$ cat src/rtl/mips_ctrl_pkg.sv
// mips_ctrl_pkg: opcode/funct values, ALU codes, datapath select codes, FSM states
// and the DECODE next-state lookup shared by the multicycle control unit.
package mips_ctrl_pkg;
    localparam logic [5:0] OP_RTYPE = 6'b000000, OP_LW = 6'b100011, OP_SW = 6'b101011,
                           OP_J = 6'b000010, OP_JAL = 6'b000011, OP_BNE = 6'b000101,
                           OP_XORI = 6'b001110;
    localparam logic [5:0] FN_JR = 6'b001000, FN_ADD = 6'b100000, FN_SUB = 6'b100010,
                           FN_SLT = 6'b101010, FN_SYSCALL = 6'b001100, FN_NOP = 6'b000000;
    localparam logic [5:0] ALU_ADD = 6'b100000, ALU_SUB = 6'b100010, ALU_SLT = 6'b101010,
                           ALU_XOR = 6'b100110, ALU_NOP = 6'b101100;
    localparam logic [1:0] PC_ALU = 2'b00, PC_ALUOUT = 2'b01, PC_JUMP = 2'b10, PC_RS = 2'b11;
    localparam logic [1:0] DST_RT = 2'b00, DST_RD = 2'b01, DST_RA = 2'b10;
    localparam logic [1:0] WB_ALUOUT = 2'b00, WB_MDR = 2'b01, WB_PC = 2'b10;
    localparam logic [1:0] SRCB_RT = 2'b00, SRCB_4 = 2'b01, SRCB_IMM = 2'b10, SRCB_IMM_SH = 2'b11;

    typedef enum logic [3:0] {
        S_IDLE, S_FETCH, S_DECODE, S_EXEC_R, S_EXEC_I, S_WB_ALU, S_MEM_ADDR,
        S_MEM_RD, S_MEM_WR, S_WB_MEM, S_BRANCH, S_JUMP, S_HALT
    } state_t;

    // S_FETCH out of DECODE means the instruction retires there (NOP or illegal).
    function automatic state_t decode_next(input logic [5:0] op, input logic [5:0] fn);
        case (op)
            OP_LW, OP_SW:  return S_MEM_ADDR;
            OP_XORI:       return S_EXEC_I;
            OP_BNE:        return S_BRANCH;
            OP_J, OP_JAL:  return S_JUMP;
            OP_RTYPE:
                case (fn)
                    FN_ADD, FN_SUB, FN_SLT: return S_EXEC_R;
                    FN_JR:                  return S_JUMP;
                    FN_SYSCALL:             return S_HALT;
                    default:                return S_FETCH;
                endcase
            default:       return S_FETCH;
        endcase
    endfunction
endpackage

$ cat src/rtl/mem_wait_timer.sv
// mem_wait_timer: counts mem_ready-low cycles of one memory access.
//   clk, rst_n  clock, asynchronous active-low reset
//   clear       entering a memory state (restarts the count)
//   wait_cycle  in a memory state with mem_ready low
//   expire      this wait cycle brings the count to MEM_WAIT_MAX (never when it is 0)
module mem_wait_timer #(
    parameter int MEM_WAIT_MAX = 15
) (
    input  logic clk,
    input  logic rst_n,
    input  logic clear,
    input  logic wait_cycle,
    output logic expire
);
    localparam int W = MEM_WAIT_MAX < 1 ? 1 : $clog2(MEM_WAIT_MAX + 1);

    logic [W-1:0] count;

    always_ff @(posedge clk or negedge rst_n)
        if (!rst_n) count <= '0;
        else if (clear) count <= '0;
        else if (wait_cycle) count <= count + 1'b1;

    assign expire = (MEM_WAIT_MAX != 0) && wait_cycle && (count == W'(MEM_WAIT_MAX - 1));
endmodule

$ cat src/rtl/mips_multicycle_ctrl.sv
// mips_multicycle_ctrl: multicycle MIPS control FSM driving the datapath selects.
//   clk, rst_n            clock, asynchronous active-low reset
//   opcode, funct         IR fields, stable from DECODE until instr_done
//   mem_ready             memory finishes the current access this cycle
//   pc_write.. alu_op     datapath controls, decoded from the state register
//   instr_done            pulse in the last cycle of every instruction
//   halted                FSM parked in HALT (SYSCALL or memory timeout)
//   illegal_instr         sticky: unknown opcode/funct seen (retired as NOP)
//   mem_timeout           sticky: a memory access waited MEM_WAIT_MAX cycles
module mips_multicycle_ctrl import mips_ctrl_pkg::*; #(
    parameter int ALUOP_W      = 6,
    parameter int MEM_WAIT_MAX = 15
) (
    input  logic               clk,
    input  logic               rst_n,
    input  logic [5:0]         opcode,
    input  logic [5:0]         funct,
    input  logic               mem_ready,
    output logic               pc_write,
    output logic               pc_write_cond,
    output logic [1:0]         pc_src,
    output logic               i_or_d,
    output logic               ir_write,
    output logic               mem_read,
    output logic               mem_write,
    output logic               reg_write,
    output logic [1:0]         reg_dst,
    output logic [1:0]         wb_sel,
    output logic               alu_src_a,
    output logic [1:0]         alu_src_b,
    output logic [ALUOP_W-1:0] alu_op,
    output logic               instr_done,
    output logic               halted,
    output logic               illegal_instr,
    output logic               mem_timeout
);
    state_t state, next, dec;
    logic   rtype, jal, wait_cycle, clear, expire;

    assign dec        = decode_next(opcode, funct);
    assign rtype      = opcode == OP_RTYPE;
    assign jal        = opcode == OP_JAL;
    assign wait_cycle = (state inside {S_FETCH, S_MEM_RD, S_MEM_WR}) && !mem_ready;
    assign clear      = (next != state) && (next inside {S_FETCH, S_MEM_RD, S_MEM_WR});

    mem_wait_timer #(.MEM_WAIT_MAX(MEM_WAIT_MAX)) u_timer (
        .clk(clk), .rst_n(rst_n), .clear(clear), .wait_cycle(wait_cycle), .expire(expire)
    );

    always_ff @(posedge clk or negedge rst_n)
        if (!rst_n) begin
            state         <= S_IDLE;
            illegal_instr <= 1'b0;
            mem_timeout   <= 1'b0;
        end else begin
            state <= next;
            if (state == S_DECODE && dec == S_FETCH && !(rtype && funct == FN_NOP)) illegal_instr <= 1'b1;
            if (expire) mem_timeout <= 1'b1;
        end

    always_comb begin
        next          = state;
        pc_write      = 1'b0;
        pc_write_cond = 1'b0;
        pc_src        = PC_ALU;
        i_or_d        = 1'b0;
        ir_write      = 1'b0;
        mem_read      = 1'b0;
        mem_write     = 1'b0;
        reg_write     = 1'b0;
        reg_dst       = DST_RT;
        wb_sel        = WB_ALUOUT;
        alu_src_a     = 1'b0;
        alu_src_b     = SRCB_RT;
        alu_op        = '0;
        instr_done    = 1'b0;
        halted        = 1'b0;
        case (state)
            S_IDLE:   next = S_FETCH;
            S_FETCH: begin
                mem_read  = 1'b1;
                alu_src_b = SRCB_4;
                alu_op    = ALUOP_W'(ALU_ADD);
                ir_write  = mem_ready;
                pc_write  = mem_ready;
                next      = mem_ready ? S_DECODE : S_FETCH;
            end
            S_DECODE: begin
                alu_src_b  = SRCB_IMM_SH;
                alu_op     = ALUOP_W'(ALU_ADD);
                instr_done = dec == S_FETCH;
                next       = dec;
            end
            S_EXEC_R: begin
                alu_src_a = 1'b1;
                alu_op    = ALUOP_W'(funct == FN_SUB ? ALU_SUB : funct == FN_SLT ? ALU_SLT :
                                     funct == FN_ADD ? ALU_ADD : ALU_NOP);
                next      = S_WB_ALU;
            end
            S_EXEC_I: begin
                alu_src_a = 1'b1;
                alu_src_b = SRCB_IMM;
                alu_op    = ALUOP_W'(ALU_XOR);
                next      = S_WB_ALU;
            end
            S_WB_ALU: begin
                reg_write  = 1'b1;
                reg_dst    = rtype ? DST_RD : DST_RT;
                instr_done = 1'b1;
                next       = S_FETCH;
            end
            S_MEM_ADDR: begin
                alu_src_a = 1'b1;
                alu_src_b = SRCB_IMM;
                alu_op    = ALUOP_W'(ALU_ADD);
                next      = opcode == OP_LW ? S_MEM_RD : S_MEM_WR;
            end
            S_MEM_RD: begin
                i_or_d   = 1'b1;
                mem_read = 1'b1;
                next     = mem_ready ? S_WB_MEM : S_MEM_RD;
            end
            S_MEM_WR: begin
                i_or_d     = 1'b1;
                mem_write  = 1'b1;
                instr_done = mem_ready;
                next       = mem_ready ? S_FETCH : S_MEM_WR;
            end
            S_WB_MEM: begin
                reg_write  = 1'b1;
                wb_sel     = WB_MDR;
                instr_done = 1'b1;
                next       = S_FETCH;
            end
            S_BRANCH: begin
                alu_src_a     = 1'b1;
                alu_op        = ALUOP_W'(ALU_SUB);
                pc_write_cond = 1'b1;
                pc_src        = PC_ALUOUT;
                instr_done    = 1'b1;
                next          = S_FETCH;
            end
            S_JUMP: begin
                pc_write   = 1'b1;
                pc_src     = rtype ? PC_RS : PC_JUMP;
                reg_write  = jal;
                reg_dst    = jal ? DST_RA : DST_RT;
                wb_sel     = jal ? WB_PC : WB_ALUOUT;
                instr_done = 1'b1;
                next       = S_FETCH;
            end
            S_HALT:   halted = 1'b1;
            default:  next = S_IDLE;
        endcase
        // a wait cycle that hits the limit overrides the hold; mem_ready=1 never expires
        if (expire) next = S_HALT;
    end
endmodule

$ cat config.mk
export PLATFORM = sky130hd
export DESIGN_NAME = mips_multicycle_ctrl
export DESIGN_NICKNAME = d
export VERILOG_FILES = /design/src/rtl/mips_ctrl_pkg.sv /design/src/rtl/mem_wait_timer.sv /design/src/rtl/mips_multicycle_ctrl.sv
export SDC_FILE = /design/constraint.sdc
export NUM_CORES = 1
export LEC_CHECK = 0
export BUFFER_PORTS_ARGS = -buffer_cell sky130_fd_sc_hd__buf_2
export CORE_AREA = 2 2 68 70
export DETAILED_ROUTE_END_ITERATION = 8
export DIE_AREA = 0 0 70 72
export GPL_ROUTABILITY_DRIVEN = 0
export GPL_TIMING_DRIVEN = 0
export PLACE_DENSITY_LB_ADDON = 0.2
export REMOVE_ABC_BUFFERS = 1
export SETUP_SLACK_MARGIN = 0.5
export SLEW_MARGIN = 20
export SYNTH_ARGS = -nofsm -noshare
export SYNTH_HDL_FRONTEND = slang
export SYNTH_SLANG_ARGS = --single-unit
$ cat constraint.sdc
create_clock -name clk -period 3 [get_ports clk]
set_input_delay 0.3 -clock clk [delete_from_list [all_inputs] [get_ports clk]]
set_output_delay 0.3 -clock clk [all_outputs]
set_load 0.03 [all_outputs]
==> results of run 1 <==
[power by group through the flow]
stage                     clock network (mW)  logic [mW]  registers [mW]
after floorplan                            0       0.638           0.251
after global placement                     0       0.863           0.277
after detailed placement                   0       0.856           0.272
after CTS                              0.177       0.932           0.259
after global routing                   0.180        1.10           0.268
final                                  0.170        1.02           0.262
[final cells by class]
class | instances | share of cell area, %
multi-input cells | 150 | 58.3
flip-flops and latches | 10 | 15.6
inverters | 6 | 1.38
well taps | 52 | 3.98
clock buffers | 4 | 3.37
repair buffers | 50 | 17.3
[registers in the layout, summed over array words and instances (netlist names)]
name and flops:
state 4, u_timer.count 4, illegal_instr 1, mem_timeout 1
[critical path: stages]
cell and delay [ns]:
buf_2 0.15, or3_4 0.38, or4_4 0.44, nor4_4 0.28, a211oi_2 0.07, or4_4 0.51
a211oi_4 0.32, nor2_1 0.09
[cells in the mapped netlist, types with 2 or more instances]
master	instances	area (µm²)
a2111oi_0	2	17.5
a211oi_1	2	15.0
a21oi_1	10	50.1
and2_1	2	12.5
buf_4	2	15.0
clkbuf_1	10	37.5
dfrtp_1	10	250
ha_1	2	25.0
inv_1	6	22.5
mux2i_1	2	20.0
nand2_1	12	45.0
nand2b_1	11	68.8
nand3_1	6	30.0
nand3b_1	3	22.5
nor2_1	27	101
nor2b_1	6	37.5
nor3_1	9	45.0
nor4_1	4	25.0
o211ai_1	2	15.0
o21a_1	2	15.0
o21ai_0	9	45.0
o22ai_1	5	31.3
or2_2	4	25.0
or3_1	3	18.8
or4_4	2	22.5
xnor2_1	3	26.3
xor2_1	2	17.5
[cells by family after synthesis]
| family | after synthesis | share of synthesized area (%) |
|---|---|---|
| buf+inv | 20 | 7.37 |
| mux | 2 | 1.62 |
| flops | 10 | 20.2 |
| xor+xnor | 5 | 3.54 |
| other cells | 1 | 0.303 |
| simple gates | 99 | 43.9 |
| compound gates | 40 | 21.0 |
| fa+ha+maj | 2 | 2.02 |
[metrics by stage]
step                total power, mW  instances  area, µm²
finish                         1.45        272       1630
CTS                            1.37        264       1550
floorplan                     0.890        166       1170
detailed placement             1.13        256       1430
global route                   1.55        272       1630
global placement               1.14        256       1430
[path summary, 6_finish.rpt]
check / slack (ns) / endpoint
worst max register to register: 0.59 / u_timer.count[3]$_DFFE_PN0P_
max in group asynchronous: 2.34 / state[1]$_DFF_PN0_
min in group clk: 0.46 / mem_timeout$_DFFE_PN0P_
worst min-delay path: 0.45 / u_timer.count[2]$_DFFE_PN0P_
worst min register to register: 0.46 / mem_timeout$_DFFE_PN0P_
worst max-delay path: 0.57 / u_timer.count[3]$_DFFE_PN0P_
[layer usage]
layer / track usage, % / routed length [µm] / share of wire (%)
met4: 5.77 / 59 / 1.6
met2: 21.5 / 1750 / 47
met1: 19.9 / 1750 / 47
met5: 0 / 0 / 0
met3: 0.833 / 141 / 3.8
[repair_timing]
| action | in CTS | in global routing |
|---|---|---|
| endpoints found under the setup margin | 4 | 5 |
| pin swaps | 1 | 6 |
| buffers inserted | 3 | 8 |
| resized for setup | 7 | 9 |
| hold endpoints to repair | 10 | 0 |
| hold buffers | 1 | 0 |
==> results.cfg, run 1 <==
[critical_path]
critPathKind = primary input to flop
critical_path.endpoint_type = flop
cp.arrival_ns = 2.54
worstPathMaxFanout = 10
rr_worst_depth = 7
worst_ep_required_time_ns = 3.12
r2r-start = state[0]$_DFF_PN0_
startpoint = opcode[2]
startpoint_type = primary input

[power]
combPwrFrac_pct = 70.1
powerDensity_nw_per_um2 = 888
power_frac_seq_pct = 18.1
vdd_drop_max_v = 0.000278
p_int_mw = 0.676
p_clk_share_pct = 11.8
p_switching_mw = 0.773
leakagePower_nw = 0.745
switching_share_pct = 53.3

[routing]
drc = 0
dr_total_vias = 1444
detailedRoute.firstPassIterationCount = 4
drt.antenna.violating_nets = 0
routedWlPerCell_um = 13.6
drt_wl_total_um = 3690
via_per_inst = 5.31
drtIter0Drc = 108

[yosys]
synth_warnings = 0
avgSynthCellArea_um2 = 6.92
syn_inst = 179
syn-cell-area_um2 = 1240
ys_ff_latch = 10
synth-seq-area-share_pct = 20.2
synthArstFlopShare_pct = 100
synth_flop_cell = dfrtp_1
ys_types = 48
synth_edf_count = 0

[timing]
final_max_slew_viol_count = 0
final.min_clock_period_ns = 2.43
setup_violations = 0
finalHoldViolCount = 0
fin_ws_ns = 0.572
whs_ns = 0.451
fmax_mhz = 412
period_share_pct = 80.9
finClkSkew_ns = 0.00298
fin_setup_tns_ns = 0
rsz0062_at_grt = true

[grt]
grt-ovfl-total = 0
grt_pass1_wl_um = 5730
grt_usage_pct = 13.8
grt_pass1_vias = 1249
antenna_found_initial = 0
grt_max_degree = 19

[final_layout]
final_cell_mix = 38 x buf_2, 26 x nor2_1, 12 x nand2_1, 11 x buf_4
final_nets = 238
antennaDiodeCount = 0
n_fill_cell = 467
multi_input_area_um2 = 952
final_common_cell = buf_2
syn2layout_area_growth_pct = 31.8
fin_util_pct = 38.3
drive_gt1_share_pct = 34.5
seq_area_um2 = 255

[die]
rows = 24
fp.dieH_um = 72
dieWidth_um = 70
core_area_um2 = 4260
io_pins = 41
dieArea_um2 = 5040
start_util_pct = 29.0

[outcome]
status = finished, final reports clean

[clocking]
cts_buffers = 3
cts_sinks = 10
htree_levels = 1
cts-root-buf = clkbuf_8
clk_pin_slew_ns = 0.05
ctsLongestPathBuffers = 2
cts_tree = done
clock_latency_ns = 0.24

[place]
post-place-ws_ns = 0.145
port_buffers = 38
dp_hpwl_um = 2660

[job]
cap_violations = 0

[min_path]
min_path_type = primary input to asynchronous set/reset pin
(Power assumes the default switching activity.)
==> run 2, diff against run 1 <==
Clock period 3 ns to 2.32 ns, I/O delays scaled along.
==> results.cfg, run 2 (same netlist as run 1, synthesis figures left out) <==
[outcome]
status = finished, violations left
violations = setup timing

[critical_path]
r2r_setup_slack_ns = -0.05
worst_ep_required_time_ns = 2.45
critPathKind = flop to flop
cp.arrival_ns = 2.50
rr_worst_depth = 7
crit_path_end = u_timer.count[2]$_DFFE_PN0P_
worstPathMaxFanout = 4
critical_path.endpoint_type = flop
r2r-start = state[0]$_DFF_PN0_
startpoint = state[0]$_DFF_PN0_
reg2reg_to = u_timer.count[2]$_DFFE_PN0P_
startpoint_type = flop

[clocking]
ctsLongestPathBuffers = 2
cts_sinks = 10
cts_buffers = 3
cts-root-buf = clkbuf_8
htree_levels = 1
clk_pin_slew_ns = 0.05
clock_latency_ns = 0.25
cts_tree = done

[final_layout]
drive_gt1_share_pct = 48.7
fin_util_pct = 47.6
stdcell_count = 290
seq_area_um2 = 255
final_cell_mix = 24 x buf_4, 23 x buf_2, 22 x nor2_1, 17 x buf_6, 10 x nand2_1
reg_top3 = state (4), u_timer.count (4)
n_fill_cell = 407
final_common_cell = buf_4
final_nets = 256
antennaDiodeCount = 0
multi_input_area_um2 = 1090
syn2layout_area_growth_pct = 63.9

[routing]
routedWlPerCell_um = 14.6
drt.antenna.violating_nets = 0
drc = 0
drt_wl_total_um = 4230
dr_total_vias = 1543
drtIter0Drc = 228
detailedRoute.firstPassIterationCount = 4
via_per_inst = 5.32

[power]
powerDensity_nw_per_um2 = 1140
vdd_drop_max_v = 0.000445
leakagePower_nw = 0.894
power_mw = 2.31

[place]
dp_hpwl_um = 2660
dp.cells = 256
port_buffers = 38

[timing]
fmax_mhz = 421
final_max_slew_viol_count = 0
fin_ws_ns = -0.0532
fin_setup_tns_ns = -0.205
setup_violations = 4
finClkSkew_ns = 0.00668
finalHoldViolCount = 0
rsz0062_at_grt = true
final.min_clock_period_ns = 2.37
period_share_pct = 102

[die]
io_pins = 41
start_util_pct = 29.0
dieWidth_um = 70
dieArea_um2 = 5040
core_area_um2 = 4260
rows = 24
fp.dieH_um = 72

[grt]
grt_pass1_vias = 1354
grt_pass1_wl_um = 6370
antenna_found_initial = 0
grt_max_degree = 13
grt-ovfl-total = 0
grt_usage_pct = 15.3

[job]
cap_violations = 0

[min_path]
min_path_type = primary input to asynchronous set/reset pin
[run 2: worst max-delay path: stages, from the launching register on]
cell and delay [ns]:
dfrtp_2 0.42, nand2b_4 0.17, or3_4 0.37, nor4_4 0.28, a211oi_2 0.08, or4_4 0.51
a211oi_4 0.34, nor2_1 0.08
[run 2: area by class of cell]
class / count / share of cell area (%)
Multi-Input combinational cell: 150 / 53.5
Clock buffer: 4 / 2.71
Sequential cell: 10 / 12.6
Tap cell: 52 / 3.20
Timing Repair Buffer: 68 / 26.9
Inverter: 6 / 1.11
[run 2: metal layers]
layer  GRT usage, %  part of all wire, %
met1           21.9                   43
met2           25.2                   49
met3          0.833                  7.0
met4           4.49                  1.3
met5              0                    0
[run 2: report_power, final]
group          switching, mW  internal [mW]
Combinational           1.02          0.779
Clock                 0.0773          0.150
Sequential            0.0516          0.229
[run 2: repair_timing]
| item | in CTS | in global routing |
|---|---|---|
| pin swaps | 13 | 14 |
| cloned | 0 | 0 |
| endpoints found under the setup margin | 28 | 22 |
| endpoints found under the hold margin | 10 | 0 |
| resized for setup | 53 | 35 |
| hold buffers | 1 | 0 |
| buffers inserted | 22 | 7 |
[run 2: metrics by stage]
| stage | area (µm²) | hold slack, ns | setup slack, ns |
|---|---|---|---|
| finish | 2030 | 0.376 | -0.0532 |
| global route | 2030 | 0.420 | -0.139 |
| CTS | 1850 | 0.381 | -0.111 |
| detailed placement | 1430 | 0.107 | -0.513 |
| global placement | 1430 | 0.103 | -0.545 |
| floorplan | 1170 | -0.0636 | -0.125 |
[run 2: worst min-delay path by stage]
stage          startpoint                            to  slack, ns  depth (start not counted)
2_1_floorplan       rst_n     illegal_instr$_DFFE_PN0P_      -0.06                          0
3_3_place_gp        rst_n  u_timer.count[0]$_DFFE_PN0P_       0.10                          1
3_5_place_dp        rst_n  u_timer.count[0]$_DFFE_PN0P_       0.11                          1
4_1_cts             rst_n  u_timer.count[2]$_DFFE_PN0P_       0.38                          2
5_1_grt             rst_n  u_timer.count[2]$_DFFE_PN0P_       0.42                          2
6_report            rst_n  u_timer.count[2]$_DFFE_PN0P_       0.38                          2
==> run 3, diff against run 2 <==
Settings changed: CTS_CLUSTER_SIZE set to 8.
Clock period 2.32 ns to 2.2 ns, I/O delays scaled along.
==> results.cfg, run 3 (same netlist as run 1, synthesis figures left out) <==
[final_layout]
final_nets = 266
syn2layout_area_growth_pct = 87.7
antennaDiodeCount = 0
drive_gt1_share_pct = 56.5
final_cell_mix = 32 x buf_6, 27 x buf_4, 20 x nor2_1, 14 x buf_2, 8 x nand2_1
final_common_cell = buf_6
reg_top3 = state (4), u_timer.count (4)

[timing]
whs_ns = 0.368
period_share_pct = 110
setup_violations = 4
fmax_mhz = 413
final.min_clock_period_ns = 2.42
rsz0062_at_grt = true
final_max_slew_viol_count = 0
finClkSkew_ns = 0.00527
fin_setup_tns_ns = -0.893
fin_ws_ns = -0.224
finalHoldViolCount = 0

[routing]
routedWlPerCell_um = 16.5
drt_wl_total_um = 4960
via_per_inst = 5.49
dr_total_vias = 1646
drc = 0
drtIter0Drc = 218
drt.antenna.violating_nets = 0
detailedRoute.firstPassIterationCount = 4

[place]
dp_hpwl_um = 2660
port_buffers = 38

[die]
io_pins = 41
dieWidth_um = 70
fp.dieH_um = 72
core_area_um2 = 4260
start_util_pct = 29.0
rows = 24
dieArea_um2 = 5040

[critical_path]
r2r_setup_slack_ns = -0.22
worstPathMaxFanout = 8
critPathKind = flop to flop
cp.arrival_ns = 2.55
r2r-start = state[3]$_DFF_PN0_
startpoint_type = flop
worst_ep_required_time_ns = 2.32
reg2reg_to = u_timer.count[2]$_DFFE_PN0P_
critical_path.endpoint_type = flop
rr_worst_depth = 6

[grt]
grt-ovfl-total = 0
grt_pass1_vias = 1501
grt_usage_pct = 17.0
antenna_found_initial = 0
grt_pass1_wl_um = 7040
grt_max_degree = 13

[outcome]
status = finished, violations left
violations = setup timing

[clocking]
cts_buffers = 3
cts_sinks = 10
ctsLongestPathBuffers = 2
clk_pin_slew_ns = 0.05
htree_levels = 1
cts-root-buf = clkbuf_8
cts_tree = done
clock_latency_ns = 0.24

[power]
powerDensity_nw_per_um2 = 1260
vdd_drop_max_v = 0.000443
leakagePower_nw = 0.990

[job]
cap_violations = 0

[min_path]
min_path_type = primary input to asynchronous set/reset pin
==> run 3: cell types whose count changed in the layout (fill, tap and decap cells not counted), sizes merged <==
cell / previous run / this run
buf: 67 / 77
==> run 3: worst max-delay path, cell delays in order (launching register included) <==
cell      delay [ns]
dfrtp_2         0.45
nand2b_2        0.32
o32ai_1         0.50
a211oi_2        0.08
or4_4           0.51
a211oi_4        0.34
nor2_1          0.08
==> run 3: worst max-delay path by stage <==
stage                       startpoint  cells after the start                           end  slack, ns
finish              state[3]$_DFF_PN0_                      6  u_timer.count[2]$_DFFE_PN0P_      -0.22
global route        state[0]$_DFF_PN0_                      7  u_timer.count[3]$_DFFE_PN0P_      -0.28
CTS                          opcode[4]                      8  u_timer.count[1]$_DFFE_PN0P_      -0.22
detailed placement  state[0]$_DFF_PN0_                      7  u_timer.count[1]$_DFFE_PN0P_      -0.63
global placement    state[0]$_DFF_PN0_                      7  u_timer.count[1]$_DFFE_PN0P_      -0.67
floorplan           state[0]$_DFF_PN0_                      7  u_timer.count[1]$_DFFE_PN0P_      -0.24
==> run 3: where the power goes <==
| part | leakage, nW | internal (mW) | total (mW) | switching, mW |
|---|---|---|---|---|
| Combinational | 0.839 | 1.09 | 2.39 | 1.30 |
| Sequential | 0.122 | 0.241 | 0.305 | 0.0638 |
| Clock | 0.0288 | 0.158 | 0.236 | 0.0786 |
| Total | 0.990 | 1.49 | 2.93 | 1.44 |
==> run 3: routing by layer <==
metal  vias to the layer above  track usage (%)  share of wire (%)
met5                         -                0                  0
met4                         0             7.69                2.7
met3                        12             1.53                5.1
met2                        75             27.5                 48
met1                       789             23.1                 45
li1                        770                -                  -
==> run 3: cell type report <==
type	instances	area (µm²)
inverters	6	22.5
repair buffers	78	713
fillers	366	1940
well taps	52	65.1
multi-input cells	150	1210
clock buffers	4	55.1
flip-flops and latches	10	255
==> run 3: repair_timing <==
item                                    CTS  global route
hold buffers                              1             0
endpoints found under the hold margin    10             0
pin swaps                                23            12
gates cloned                              0             0
setup buffers                            26            13
resized for setup                        85            61
endpoints found under the setup margin   32            29
==> run 3: stage by stage <==
| step | cells | util [%] | power, mW | cell area (µm²) | worst slack (ns) |
|---|---|---|---|---|---|
| after floorplan | 166 | - | 1.21 | 1170 | -0.245 |
| after detailed placement | 256 | 33.5 | 1.54 | 1430 | -0.633 |
| after global placement | 256 | 33.5 | 1.55 | 1430 | -0.665 |
| after global routing | 300 | 54.5 | 3.05 | 2320 | -0.283 |
| final | 300 | 54.5 | 2.93 | 2320 | -0.224 |
| after CTS | 287 | 46.9 | 2.51 | 2000 | -0.219 |
